<file path="src/rtl/thermo_setpoint_ctrl.sv">
// Thermostat set-point controller: conditions the operator controls, holds the set point,
// tracks the latest DHT11 reading and drives match/heat/cool/stale and the display value.
module thermo_setpoint_ctrl #(
  parameter int unsigned DEBOUNCE_CYC = 1_000_000,
  parameter int unsigned STALE_CYC    = 150_000_000,
  parameter logic [7:0]  SP_MIN       = 8'd0,
  parameter logic [7:0]  SP_MAX       = 8'd50,
  parameter logic [7:0]  SP_RESET     = 8'd25,
  parameter logic [7:0]  HYST         = 8'd1
) (
  input  logic       clk_i,
  input  logic       rst_n_i,
  input  logic [7:0] temp_i,
  input  logic       temp_vld_i,
  input  logic       mode_switch,
  input  logic       btn_inc,
  input  logic       btn_dec,
  output logic [7:0] setpoint_o,
  output logic [7:0] disp_val_o,
  output logic       set_mode_o,
  output logic       LED_match,
  output logic       heat_o,
  output logic       cool_o,
  output logic       stale_o
);

  localparam int DB_W    = (DEBOUNCE_CYC > 1) ? $clog2(DEBOUNCE_CYC) : 1;
  localparam int STALE_W = (STALE_CYC > 1) ? $clog2(STALE_CYC) : 1;
  localparam logic [DB_W-1:0]    DB_LAST    = DB_W'(DEBOUNCE_CYC - 1);
  localparam logic [STALE_W-1:0] STALE_LAST = STALE_W'(STALE_CYC - 1);

  typedef enum logic {
    ST_READ = 1'b0,
    ST_SET  = 1'b1
  } state_t;

  // Index map for the conditioned inputs: 0 = mode switch, 1 = inc, 2 = dec.
  logic [2:0]      raw;
  logic [2:0]      sync1_q;
  logic [2:0]      sync2_q;
  logic [2:0]      deb_q;
  logic [DB_W-1:0] db_cnt_q [3];

  // Button edge detection; bit 0 = inc, bit 1 = dec.
  logic [1:0] btn_deb_d_q;
  logic [1:0] btn_armed_q;
  logic       inc_pulse;
  logic       dec_pulse;

  state_t state_q;
  state_t state_d;

  logic [7:0]         temp_q;
  logic               have_sample_q;
  logic [STALE_W-1:0] stale_cnt_q;

  logic       ok;
  logic [8:0] temp9;
  logic [8:0] sp9;
  logic [8:0] hyst9;

  assign raw = {btn_dec, btn_inc, mode_switch};

  // Synchronise, then accept a new level only after DEBOUNCE_CYC consecutive cycles of it.
  always_ff @(posedge clk_i) begin
    if (!rst_n_i) begin
      sync1_q <= '0;
      sync2_q <= '0;
      deb_q   <= '0;
      for (int i = 0; i < 3; i++) begin
        db_cnt_q[i] <= '0;
      end
    end else begin
      sync1_q <= raw;
      sync2_q <= sync1_q;
      for (int i = 0; i < 3; i++) begin
        if (sync2_q[i] == deb_q[i]) begin
          db_cnt_q[i] <= '0;
        end else if (db_cnt_q[i] == DB_LAST) begin
          deb_q[i]    <= sync2_q[i];
          db_cnt_q[i] <= '0;
        end else begin
          db_cnt_q[i] <= db_cnt_q[i] + 1'b1;
        end
      end
    end
  end

  // A button is armed only once it has been seen released since reset,
  // so a press held through reset never produces a step.
  always_ff @(posedge clk_i) begin
    if (!rst_n_i) begin
      btn_deb_d_q <= '0;
      btn_armed_q <= '0;
    end else begin
      btn_deb_d_q <= deb_q[2:1];
      if (!sync2_q[1]) btn_armed_q[0] <= 1'b1;
      if (!sync2_q[2]) btn_armed_q[1] <= 1'b1;
    end
  end

  assign inc_pulse = deb_q[1] & ~btn_deb_d_q[0] & btn_armed_q[0];
  assign dec_pulse = deb_q[2] & ~btn_deb_d_q[1] & btn_armed_q[1];

  always_ff @(posedge clk_i) begin
    if (!rst_n_i) begin
      state_q <= ST_READ;
    end else begin
      state_q <= state_d;
    end
  end

  always_comb begin
    state_d = state_q;
    case (state_q)
      ST_READ: if (deb_q[0])  state_d = ST_SET;
      ST_SET:  if (!deb_q[0]) state_d = ST_READ;
      default: state_d = ST_READ;
    endcase
  end

  assign set_mode_o = (state_q == ST_SET);

  // Saturating edit; simultaneous inc and dec cancel out.
  always_ff @(posedge clk_i) begin
    if (!rst_n_i) begin
      setpoint_o <= SP_RESET;
    end else if ((state_q == ST_SET) && (inc_pulse ^ dec_pulse)) begin
      if (inc_pulse) begin
        setpoint_o <= (setpoint_o >= SP_MAX) ? SP_MAX : setpoint_o + 8'd1;
      end else begin
        setpoint_o <= (setpoint_o <= SP_MIN) ? SP_MIN : setpoint_o - 8'd1;
      end
    end
  end

  // temp_vld_i is a single-cycle strobe with no back-pressure: a reading is taken
  // on every cycle it is high, and a strobe beats a coincident timeout.
  always_ff @(posedge clk_i) begin
    if (!rst_n_i) begin
      temp_q        <= '0;
      have_sample_q <= 1'b0;
      stale_cnt_q   <= '0;
      stale_o       <= 1'b1;
    end else if (temp_vld_i) begin
      temp_q        <= temp_i;
      have_sample_q <= 1'b1;
      stale_cnt_q   <= '0;
      stale_o       <= 1'b0;
    end else if (stale_cnt_q == STALE_LAST) begin
      have_sample_q <= 1'b0;
      stale_o       <= 1'b1;
    end else begin
      stale_cnt_q <= stale_cnt_q + 1'b1;
    end
  end

  assign ok    = have_sample_q & ~stale_o;
  assign temp9 = {1'b0, temp_q};
  assign sp9   = {1'b0, setpoint_o};
  assign hyst9 = {1'b0, HYST};

  // temp < sp-HYST is evaluated as temp+HYST < sp so a small set point cannot wrap.
  always_ff @(posedge clk_i) begin
    if (!rst_n_i) begin
      LED_match <= 1'b0;
      heat_o    <= 1'b0;
      cool_o    <= 1'b0;
    end else begin
      LED_match <= ok & (temp_q == setpoint_o);
      if (!ok || (temp9 >= sp9)) begin
        heat_o <= 1'b0;
      end else if ((temp9 + hyst9) < sp9) begin
        heat_o <= 1'b1;
      end
      if (!ok || (temp9 <= sp9)) begin
        cool_o <= 1'b0;
      end else if (temp9 > (sp9 + hyst9)) begin
        cool_o <= 1'b1;
      end
    end
  end

  always_ff @(posedge clk_i) begin
    if (!rst_n_i) begin
      disp_val_o <= '0;
    end else if (state_q == ST_SET) begin
      disp_val_o <= setpoint_o;
    end else begin
      disp_val_o <= have_sample_q ? temp_q : 8'd0;
    end
  end

endmodule
</file>
<file path="config.mk">
export PLATFORM = sky130hd
export DESIGN_NAME = thermo_setpoint_ctrl
export DESIGN_NICKNAME = d
export VERILOG_FILES = /design/src/rtl/thermo_setpoint_ctrl.sv
export SDC_FILE = /design/constraint.sdc
export NUM_CORES = 1
export LEC_CHECK = 0
export BUFFER_PORTS_ARGS = -buffer_cell sky130_fd_sc_hd__buf_4
export CAP_MARGIN = 20
export CORE_MARGIN = 2
export CORE_UTILIZATION = 35
export DETAILED_ROUTE_END_ITERATION = 10
export PLACE_DENSITY = 0.6
export SYNTH_ARGS = -nofsm -noshare
export SYNTH_HDL_FRONTEND = slang
export SYNTH_SLANG_ARGS = --single-unit
</file>
<file path="constraint.sdc">
create_clock -name clk_i -period 2.8 [get_ports clk_i]
set_input_delay 0.42 -clock clk_i [delete_from_list [all_inputs] [get_ports clk_i]]
set_output_delay 0.42 -clock clk_i [all_outputs]
set_load 0.03 [all_outputs]
</file>
==> results of run 1 <==
## cells by family after synthesis
family | count (synthesis) | share of synthesized area [%]
AO/OA/AOI/OAI | 92 | 7.84
XOR/XNOR | 82 | 10.1
adder cells (fa/ha/maj) | 34 | 5.98
buffers and inverters | 51 | 3.13
flip-flops | 131 | 45.3
multiplexers | 12 | 1.69
other | 1 | 0.0527
AND/OR/NAND/NOR | 356 | 26.0
## final cells by class
type | instances | area share (%)
repair buffers | 47 | 4.13
multi-input cells | 636 | 45.6
clock inverters | 9 | 0.951
inverters | 22 | 0.966
well taps | 270 | 3.95
flip-flops and latches | 131 | 37.7
clock buffers | 23 | 6.73
## metrics by stage
stage	hold slack, ns	power, mW	instances	utilization, %	setup WS [ns]
after global placement	0.422	2.36	1106	39.3	0.567
after CTS	0.198	4.77	1138	42.5	0.482
after global routing	0.202	4.90	1138	42.5	0.204
after floorplan	0.412	2.30	818	-	0.316
final	0.210	4.71	1138	42.5	0.465
after detailed placement	0.418	2.36	1106	39.3	0.485
## per-layer routing
metal	routed length, µm	vias up	track usage (%)
li1	-	2836	-
met1	7300	2558	19.7
met2	6530	83	22.0
met3	665	11	3.88
met4	178	0	4.66
met5	0	-	0
## final timing paths
| check | end | cells after the start | from | slack (ns) |
|---|---|---|---|---|
| setup / recovery | cool_o$_SDFFE_PP0N_ | 10 | setpoint_o[1]$_SDFFE_PN0P_ | 0.47 |
| hold / removal | sync1_q[1]$_SDFF_PN0_ | 2 | btn_inc | 0.21 |
| setup reg to reg | cool_o$_SDFFE_PP0N_ | 10 | setpoint_o[1]$_SDFFE_PN0P_ | 0.47 |
| hold reg to reg | sync2_q[0]$_SDFF_PN0_ | 1 | sync1_q[0]$_SDFF_PN0_ | 0.43 |
## where the power goes
part           internal (mW)  switching (mW)
clock                   1.54           0.850
combinational         0.0912           0.112
sequential              2.06          0.0647
## state kept, by name, summed over array words and instances, names as in the netlist
signal and cells:
LED_match 1, btn_armed_q 2, deb_q 3, cool_o 1, sync1_q 3, disp_val_o 8, setpoint_o 8, stale_o 1
set_mode_o 1, db_cnt_q 60, temp_q 8, sync2_q 3, have_sample_q 1, stale_cnt_q 28, btn_deb_d_q 2, heat_o 1
## layout by cell type (no fill, tap or decap), types with 34 or more instances in the layout
master and instances:
buf_4 47, conb_1 60, edfxtp_1 60, nor2_1 130, a21oi_1 37, dfxtp_1 71, ha_1 34, nand2_1 47
xor2_1 47, xnor2_1 35, nand3_1 50
## worst max-delay path, delay by kind of cell, from the launching register on
| family | cells | cell delay [ns] |
|---|---|---|
| compound gates | 3 | 0.65 |
| xor+xnor | 1 | 0.14 |
| fa+ha+maj | 2 | 0.46 |
| flops | 1 | 0.46 |
| simple gates | 4 | 0.52 |
==> flow_metrics.tcl, run 1 <==
set metrics [dict create \
    cts-buffers-inserted 17 \
    grt_pass1_vias 5228 \
    drive_above_1_share_pct 11.4 \
    required_ns 3.11 \
    multiInputGateArea_um2 3890 \
    clk_pin_slew_ns 0.06 \
    yosysMostFrequentCell "nor2_1" \
    path_common_cell "ha_1" \
    die-height_um 147 \
    synth-seq-cells 131 \
    worstSetupStartpointType "flip-flop" \
    crit_type "reg2reg" \
    antenna_found_initial 0 \
    post_cts_resize_count 0 \
    placed_area_um2 7890 \
    tritoncts "built" \
    synth_area_um2 7120 \
    yosys.cell_types.count 66 \
    synth_top_cells_by_count "nor2_1, dfxtp_1, edfxtp_1, nand3_1" \
    end_kind "flip-flop" \
    clock-sinks 131 \
    stdcell_area_um2 8550 \
    placeableCoreArea_um2 20100 \
    root_buffer "clkbuf_16" \
    leakagePower_nw 3.22 \
    cts_hold_buf 0 \
    grt_usage_pct 14.4 \
    seq_area_um2 3220 \
    finalCritPeriodShare_pct 83.4 \
    viasPerCell 4.82 \
    async_flop_share_pct 0 \
    wl_per_cell_um 12.9 \
    grt_pass1_wl_um 25100 \
    pwr_density_cell_nw_per_um2 551 \
    slew_headroom_pct 36.0 \
    area_growth_pct 20.1 \
    fin_skew_ns 0.00758 \
    synth_area_leaders "edfxtp_1, dfxtp_1, nor2_1" \
    pin_count 35 \
    cpPeakStageDelay_ns 0.46 \
    cts_setup_buffers 0 \
    path_max_fanout 8 \
    die_width_um 147 \
    vias 5488 \
    worstPathCellList "ha_1 > nand3_1 > nor2_1 > xnor2_1 > ha_1 > and2_1 > a221oi_1 > o2111ai_1 > a21oi_1 > nor3_1" \
    h-tree-depth 4 \
    rows 52 \
    portBuffers 34 \
    maxSlewViolCount 0 \
    hold_class "in2reg" \
    drtIter0Drc 291 \
    worstPathArrival_ns 2.65 \
    fin_crit_ns 2.33 \
    final-hold-violation-count 0 \
    crit_slowest_cell "dfxtp_1" \
    synth_edf_count 60 \
    worstMarginPinSlew_ns 0.958 \
    synth_top_cell_area_share_pct 25.3 \
    ys.flop_type "dfxtp_1" \
    drc_errors 0 \
    hpwl_um 10700 \
    synthCells 759 \
    outcome "completed" \
    yosys.area.top_type "edfxtp_1" \
    avgSynthCellArea_um2 9.38 \
    finalSetupViolations 0 \
    fmax_ghz 0.428 \
    place_congestion 0.829 \
    drt-pass1-iter-count 4 \
    start_util_pct 35.4 \
    die_area_um2 21500 \
    seq_area_frac_synth_pct 45.3 \
    fin_tns_setup_ns 0 \
    wl_um 14700 \
    yosysWarnings 0 \
    cap_violations 0 \
    grt.overflow.total 0 \
    num_antenna_cells 0 \
    rsz0062_at_grt "false" \
    clk_latency_ns 0.42 \
    nFillCells 1975 \
    ant_nets 0 \
    cts_buffer_depth 2 \
    grt_max_degree 29 \
    ir_drop_v 0.000490 \
    layout.nets 903 \
]
Power figures use the tool's default switching activity.
==> run 2, diff against run 1 <==
==> constraint.sdc (replaced) <==
create_clock -name clk_i -period 2.3 [get_ports clk_i]
set_input_delay 0.345 -clock clk_i [delete_from_list [all_inputs] [get_ports clk_i]]
set_output_delay 0.345 -clock clk_i [all_outputs]
set_load 0.03 [all_outputs]
==> run 2 against run 1 <==
  * Hold slack lost 0.058 ns
  * Critical path depth shrank 1
  * Clock power grew 8%
  * Non-clock buffer count grew 11
  * Sequential power grew 22%
  * Utilization grew 0.14 points
  * First-iteration DRC count shrank 11%
  * Critical path type unchanged
==> flow_metrics.tcl, run 2 (synthesized netlist as in run 1, its figures left out) <==
set metrics [dict create \
    multiInputGateArea_um2 3910 \
    ir_drop_v 0.000573 \
    leakagePower_nw 3.24 \
    viasPerCell 4.77 \
    finalCritPeriodShare_pct 93.0 \
    tritoncts "built" \
    die_width_um 147 \
    wl_um 14700 \
    start_util_pct 35.4 \
    final-hold-violation-count 0 \
    p_sw_share_pct 21.9 \
    drt-pass1-iter-count 4 \
    p_clk_share_pct 47.7 \
    h-tree-depth 4 \
    largest_register_ffs 60 \
    pwr-share-seq_pct 47.5 \
    combPwrFrac_pct 4.7 \
    antenna_found_initial 0 \
    worstMarginPinSlew_ns 0.536 \
    vias 5484 \
    required_ns 2.60 \
    fin_skew_ns 0.0113 \
    cts_setup_buffers 0 \
    rsz0062_at_grt "false" \
    largestRegisters "db_cnt_q: 60 flops, stale_cnt_q: 28 flops" \
    pwr_density_cell_nw_per_um2 633 \
    worstSetupStartpointType "flip-flop" \
    layout.nets 914 \
    grt.overflow.total 0 \
    portBuffers 34 \
    end_kind "flip-flop" \
    placeableCoreArea_um2 20100 \
    seq_area_um2 3230 \
    top_register "db_cnt_q" \
    fin_crit_ns 2.14 \
    layout_setup_ws_ns 0.162 \
    num_antenna_cells 0 \
    p_int_mw 4.24 \
    root_buffer "clkbuf_16" \
    die_area_um2 21500 \
    layout_common_cells "nor2_1, dfxtp_1, edfxtp_1, conb_1, buf_4" \
    die-height_um 147 \
    r2r_slack_ns 0.16 \
    cap_violations 0 \
    clock-sinks 131 \
    slew_headroom_pct 64.0 \
    final_common_cell "nor2_1" \
    dp_slack_ns 0.114 \
    drtIter0Drc 260 \
    path_max_fanout 8 \
    clk_pin_slew_ns 0.06 \
    clk_latency_ns 0.41 \
    cts-buffers-inserted 17 \
    place_congestion 0.869 \
    rows 52 \
    placed_area_um2 7990 \
    area_growth_pct 20.5 \
    grt_pass1_wl_um 25200 \
    pin_count 35 \
    ant_nets 0 \
    fin_tns_setup_ns 0 \
    cts_buffer_depth 2 \
    worstPathArrival_ns 2.44 \
    stdcell_area_um2 8580 \
    drive_above_1_share_pct 13.2 \
    wl_per_cell_um 12.8 \
    hold_class "in2reg" \
    finalSetupViolations 0 \
    post_cts_resize_count 0 \
    total_power_mw 5.43 \
    grt_pass1_vias 5290 \
    drc_errors 0 \
    fmax_ghz 0.468 \
    grt_max_degree 29 \
    outcome "completed" \
    cts_hold_buf 0 \
    crit_type "reg2reg" \
    hpwl_um 10600 \
    nFillCells 1954 \
    maxSlewViolCount 0 \
    power.switching_mw 1.19 \
    grt_usage_pct 14.3 \
]
[run 2: area by class of cell]
class                   count  share of cell area [%]
flip-flops and latches    131                    37.7
inverters                  22                   0.963
clock buffers              23                    5.76
clock inverters             9                   0.861
multi-input cells         636                    45.6
well taps                 270                    3.94
repair buffers             58                    5.22
[run 2: stage by stage]
stage	std cells	hold WS [ns]	utilization, %
after detailed placement	1117	0.425	39.8
final	1149	0.152	42.7
after CTS	1149	0.135	42.6
after global routing	1149	0.139	42.7
after floorplan	818	0.412	-
after global placement	1117	0.416	39.8
[run 2: final timing paths]
path | cells past startpoint | start | endpoint
setup / recovery | 9 | setpoint_o[6]$_SDFFE_PN0P_ | cool_o$_SDFFE_PP0N_
hold / removal | 2 | btn_dec | sync1_q[2]$_SDFF_PN0_
setup reg to reg | 9 | setpoint_o[6]$_SDFFE_PN0P_ | cool_o$_SDFFE_PP0N_
hold reg to reg | 1 | sync1_q[2]$_SDFF_PN0_ | sync2_q[2]$_SDFF_PN0_
[run 2: metal layers]
layer	GRT usage, %	vias to the layer above	share of wire [%]
met5	0	-	0
met4	6.80	0	1.1
met3	2.72	14	2.9
met2	21.8	84	45
met1	19.6	2527	51
li1	-	2859	-
[run 2: power by group through the flow]
stage,combinational (mW),sequential [mW],clock (mW)
2_1_floorplan,0.183,2.61,0
3_3_place_gp,0.252,2.63,0
3_5_place_dp,0.252,2.63,0
4_1_cts,0.254,2.58,2.66
5_1_grt,0.297,2.59,2.77
6_report,0.257,2.58,2.59
[run 2: worst max-delay path, cell delays in order, from the launching register on]
cell	delay, ns
dfxtp_2	0.43
nand3_1	0.14
nor3_1	0.20
xnor2_1	0.16
ha_1	0.29
and2_1	0.20
a221oi_2	0.27
o2111ai_1	0.15
a21oi_1	0.14
nor3_1	0.05
==> run 3, diff against run 2 <==
--- a/config.mk
+++ b/config.mk
@@ -11,6 +11,7 @@
 export CORE_UTILIZATION = 35
 export DETAILED_ROUTE_END_ITERATION = 10
 export PLACE_DENSITY = 0.6
+export SETUP_SLACK_MARGIN = 0.3
 export SYNTH_ARGS = -nofsm -noshare
 export SYNTH_HDL_FRONTEND = slang
 export SYNTH_SLANG_ARGS = --single-unit
==> run 3 against run 2 <==
  * Critical path depth up 1
  * Power up 0.68%
  * Largest power group unchanged
  * Via count up 3.4%
  * Sequential power about the same
  * Critical path type unchanged
==> flow_metrics.tcl, run 3 (synthesized netlist as in run 1, its figures left out) <==
set metrics [dict create \
    pin_count 35 \
    clock-sinks 131 \
    hold_class "in2reg" \
    hpwl_um 10700 \
    clk_pin_slew_ns 0.06 \
    worstMarginPinSlew_ns 0.553 \
    largestRegisters "db_cnt_q: 60 flops, stale_cnt_q: 28 flops" \
    layout_setup_ws_ns 0.209 \
    end_kind "flip-flop" \
    place_congestion 0.832 \
    layout.nets 934 \
    layout_common_cells "nor2_1, buf_4, dfxtp_1, edfxtp_1, conb_1" \
    num_antenna_cells 0 \
    grt.overflow.total 0 \
    grt_pass1_wl_um 25700 \
    area_growth_pct 25.8 \
    leakagePower_nw 3.43 \
    portBuffers 34 \
    finalSetupViolations 0 \
    antenna_found_initial 0 \
    clk_latency_ns 0.42 \
    worstPathArrival_ns 2.40 \
    vias 5670 \
    critPathBufInv 2 \
    viasPerCell 4.85 \
    worstPathCellList "buf_6 > nand3_4 > nor3_4 > xnor2_2 > ha_1 > buf_4 > a221oi_4 > o2111ai_2 > a21oi_1 > nor3_1" \
    maxSlewViolCount 0 \
    final-hold-violation-count 0 \
    crit_type "reg2reg" \
    cts_hold_buf 0 \
    drc_errors 0 \
    grt_usage_pct 14.7 \
    crit_cells 10 \
    stdcell_area_um2 8960 \
    die_area_um2 21500 \
    largest_register_ffs 60 \
    wl_um 15600 \
    worstSetupStartpointType "flip-flop" \
    h-tree-depth 4 \
    grt_max_degree 29 \
    final_common_cell "nor2_1" \
    wl_per_cell_um 13.3 \
    drtIter0Drc 331 \
    fin_crit_ns 2.09 \
    die-height_um 147 \
    start_util_pct 35.4 \
    fin_hold_ws_ns 0.142 \
    cts-buffers-inserted 17 \
    crit_family "compound AO/OA/AOI/OAI gates" \
    path_max_fanout 5 \
    pwr_density_cell_nw_per_um2 611 \
    fin_tns_setup_ns 0 \
    fin_skew_ns 0.0142 \
    reg2reg_depth 10 \
    cpPeakStageDelay_ns 0.36 \
    placed_area_um2 8050 \
    rows 52 \
    cap_violations 0 \
    drive_above_1_share_pct 17.4 \
    drt-pass1-iter-count 5 \
    rsz0062_at_grt "true" \
    die_width_um 147 \
    grt_pass1_vias 5377 \
    outcome "completed" \
    cts_buffer_depth 2 \
    crit_slowest_cell "dfxtp_4" \
    fmax_ghz 0.478 \
    total_power_mw 5.47 \
    top_register "db_cnt_q" \
    root_buffer "clkbuf_16" \
    nFillCells 1961 \
    ir_drop_v 0.000566 \
    dp_slack_ns 0.126 \
    required_ns 2.61 \
    hold_path_depth 2 \
    finalCritPeriodShare_pct 90.9 \
    placeableCoreArea_um2 20100 \
    slew_headroom_pct 62.8 \
    ant_nets 0 \
    tritoncts "built" \
]
[run 3: changes by cell type in the layout (fill, tap and decap cells not counted), moves of 4 or more]
cell,delta
nor4_4,+4
dfxtp_2,-5
dfxtp_4,+8
buf_4,+15
[run 3: per-layer routing]
layer	part of all wire (%)	track usage [%]	vias to the layer above
met1	49	19.9	2669
met2	46	23.2	83
li1	-	-	2896
met5	0	0	-
met3	3.4	2.78	22
met4	1.8	6.12	0
[run 3: final timing paths]
path	startpoint	to	slack, ns
max reg2reg	setpoint_o[1]$_SDFFE_PN0P_	cool_o$_SDFFE_PP0N_	0.21
min	btn_dec	sync1_q[2]$_SDFF_PN0_	0.14
max	setpoint_o[1]$_SDFFE_PN0P_	cool_o$_SDFFE_PP0N_	0.21
min reg2reg	sync1_q[2]$_SDFF_PN0_	sync2_q[2]$_SDFF_PN0_	0.43
[run 3: layout make-up]
class | count | area (µm²) | area share (%)
Inverter | 22 | 85.1 | 0.950
Sequential cell | 131 | 3250 | 36.3
Clock inverter | 3 | 16.3 | 0.182
Tap cell | 270 | 338 | 3.77
Timing Repair Buffer | 78 | 639 | 7.14
Multi-Input combinational cell | 636 | 4070 | 45.5
Clock buffer | 28 | 551 | 6.15
[run 3: repair_timing]
action | CTS | global route
resized for setup | 4 | 25
cloned | 0 | 2
setup endpoints to repair | 2 | 65
pin swaps | 8 | 11
buffers inserted | 6 | 14
[run 3: report_power, final]
| part | internal, mW | total (mW) | switching [mW] | leakage, nW |
|---|---|---|---|---|
| Clock | 1.62 | 2.59 | 0.971 | 0.280 |
| Sequential | 2.50 | 2.57 | 0.0708 | 1.20 |
| Combinational | 0.145 | 0.308 | 0.162 | 1.95 |
| Total | 4.26 | 5.47 | 1.20 | 3.43 |
[run 3: stage by stage]
stage          util, %  cells
2_1_floorplan        -    818
3_3_place_gp      40.1   1115
3_5_place_dp      40.1   1115
4_1_cts           43.2   1152
5_1_grt           44.5   1168
6_report          44.5   1168
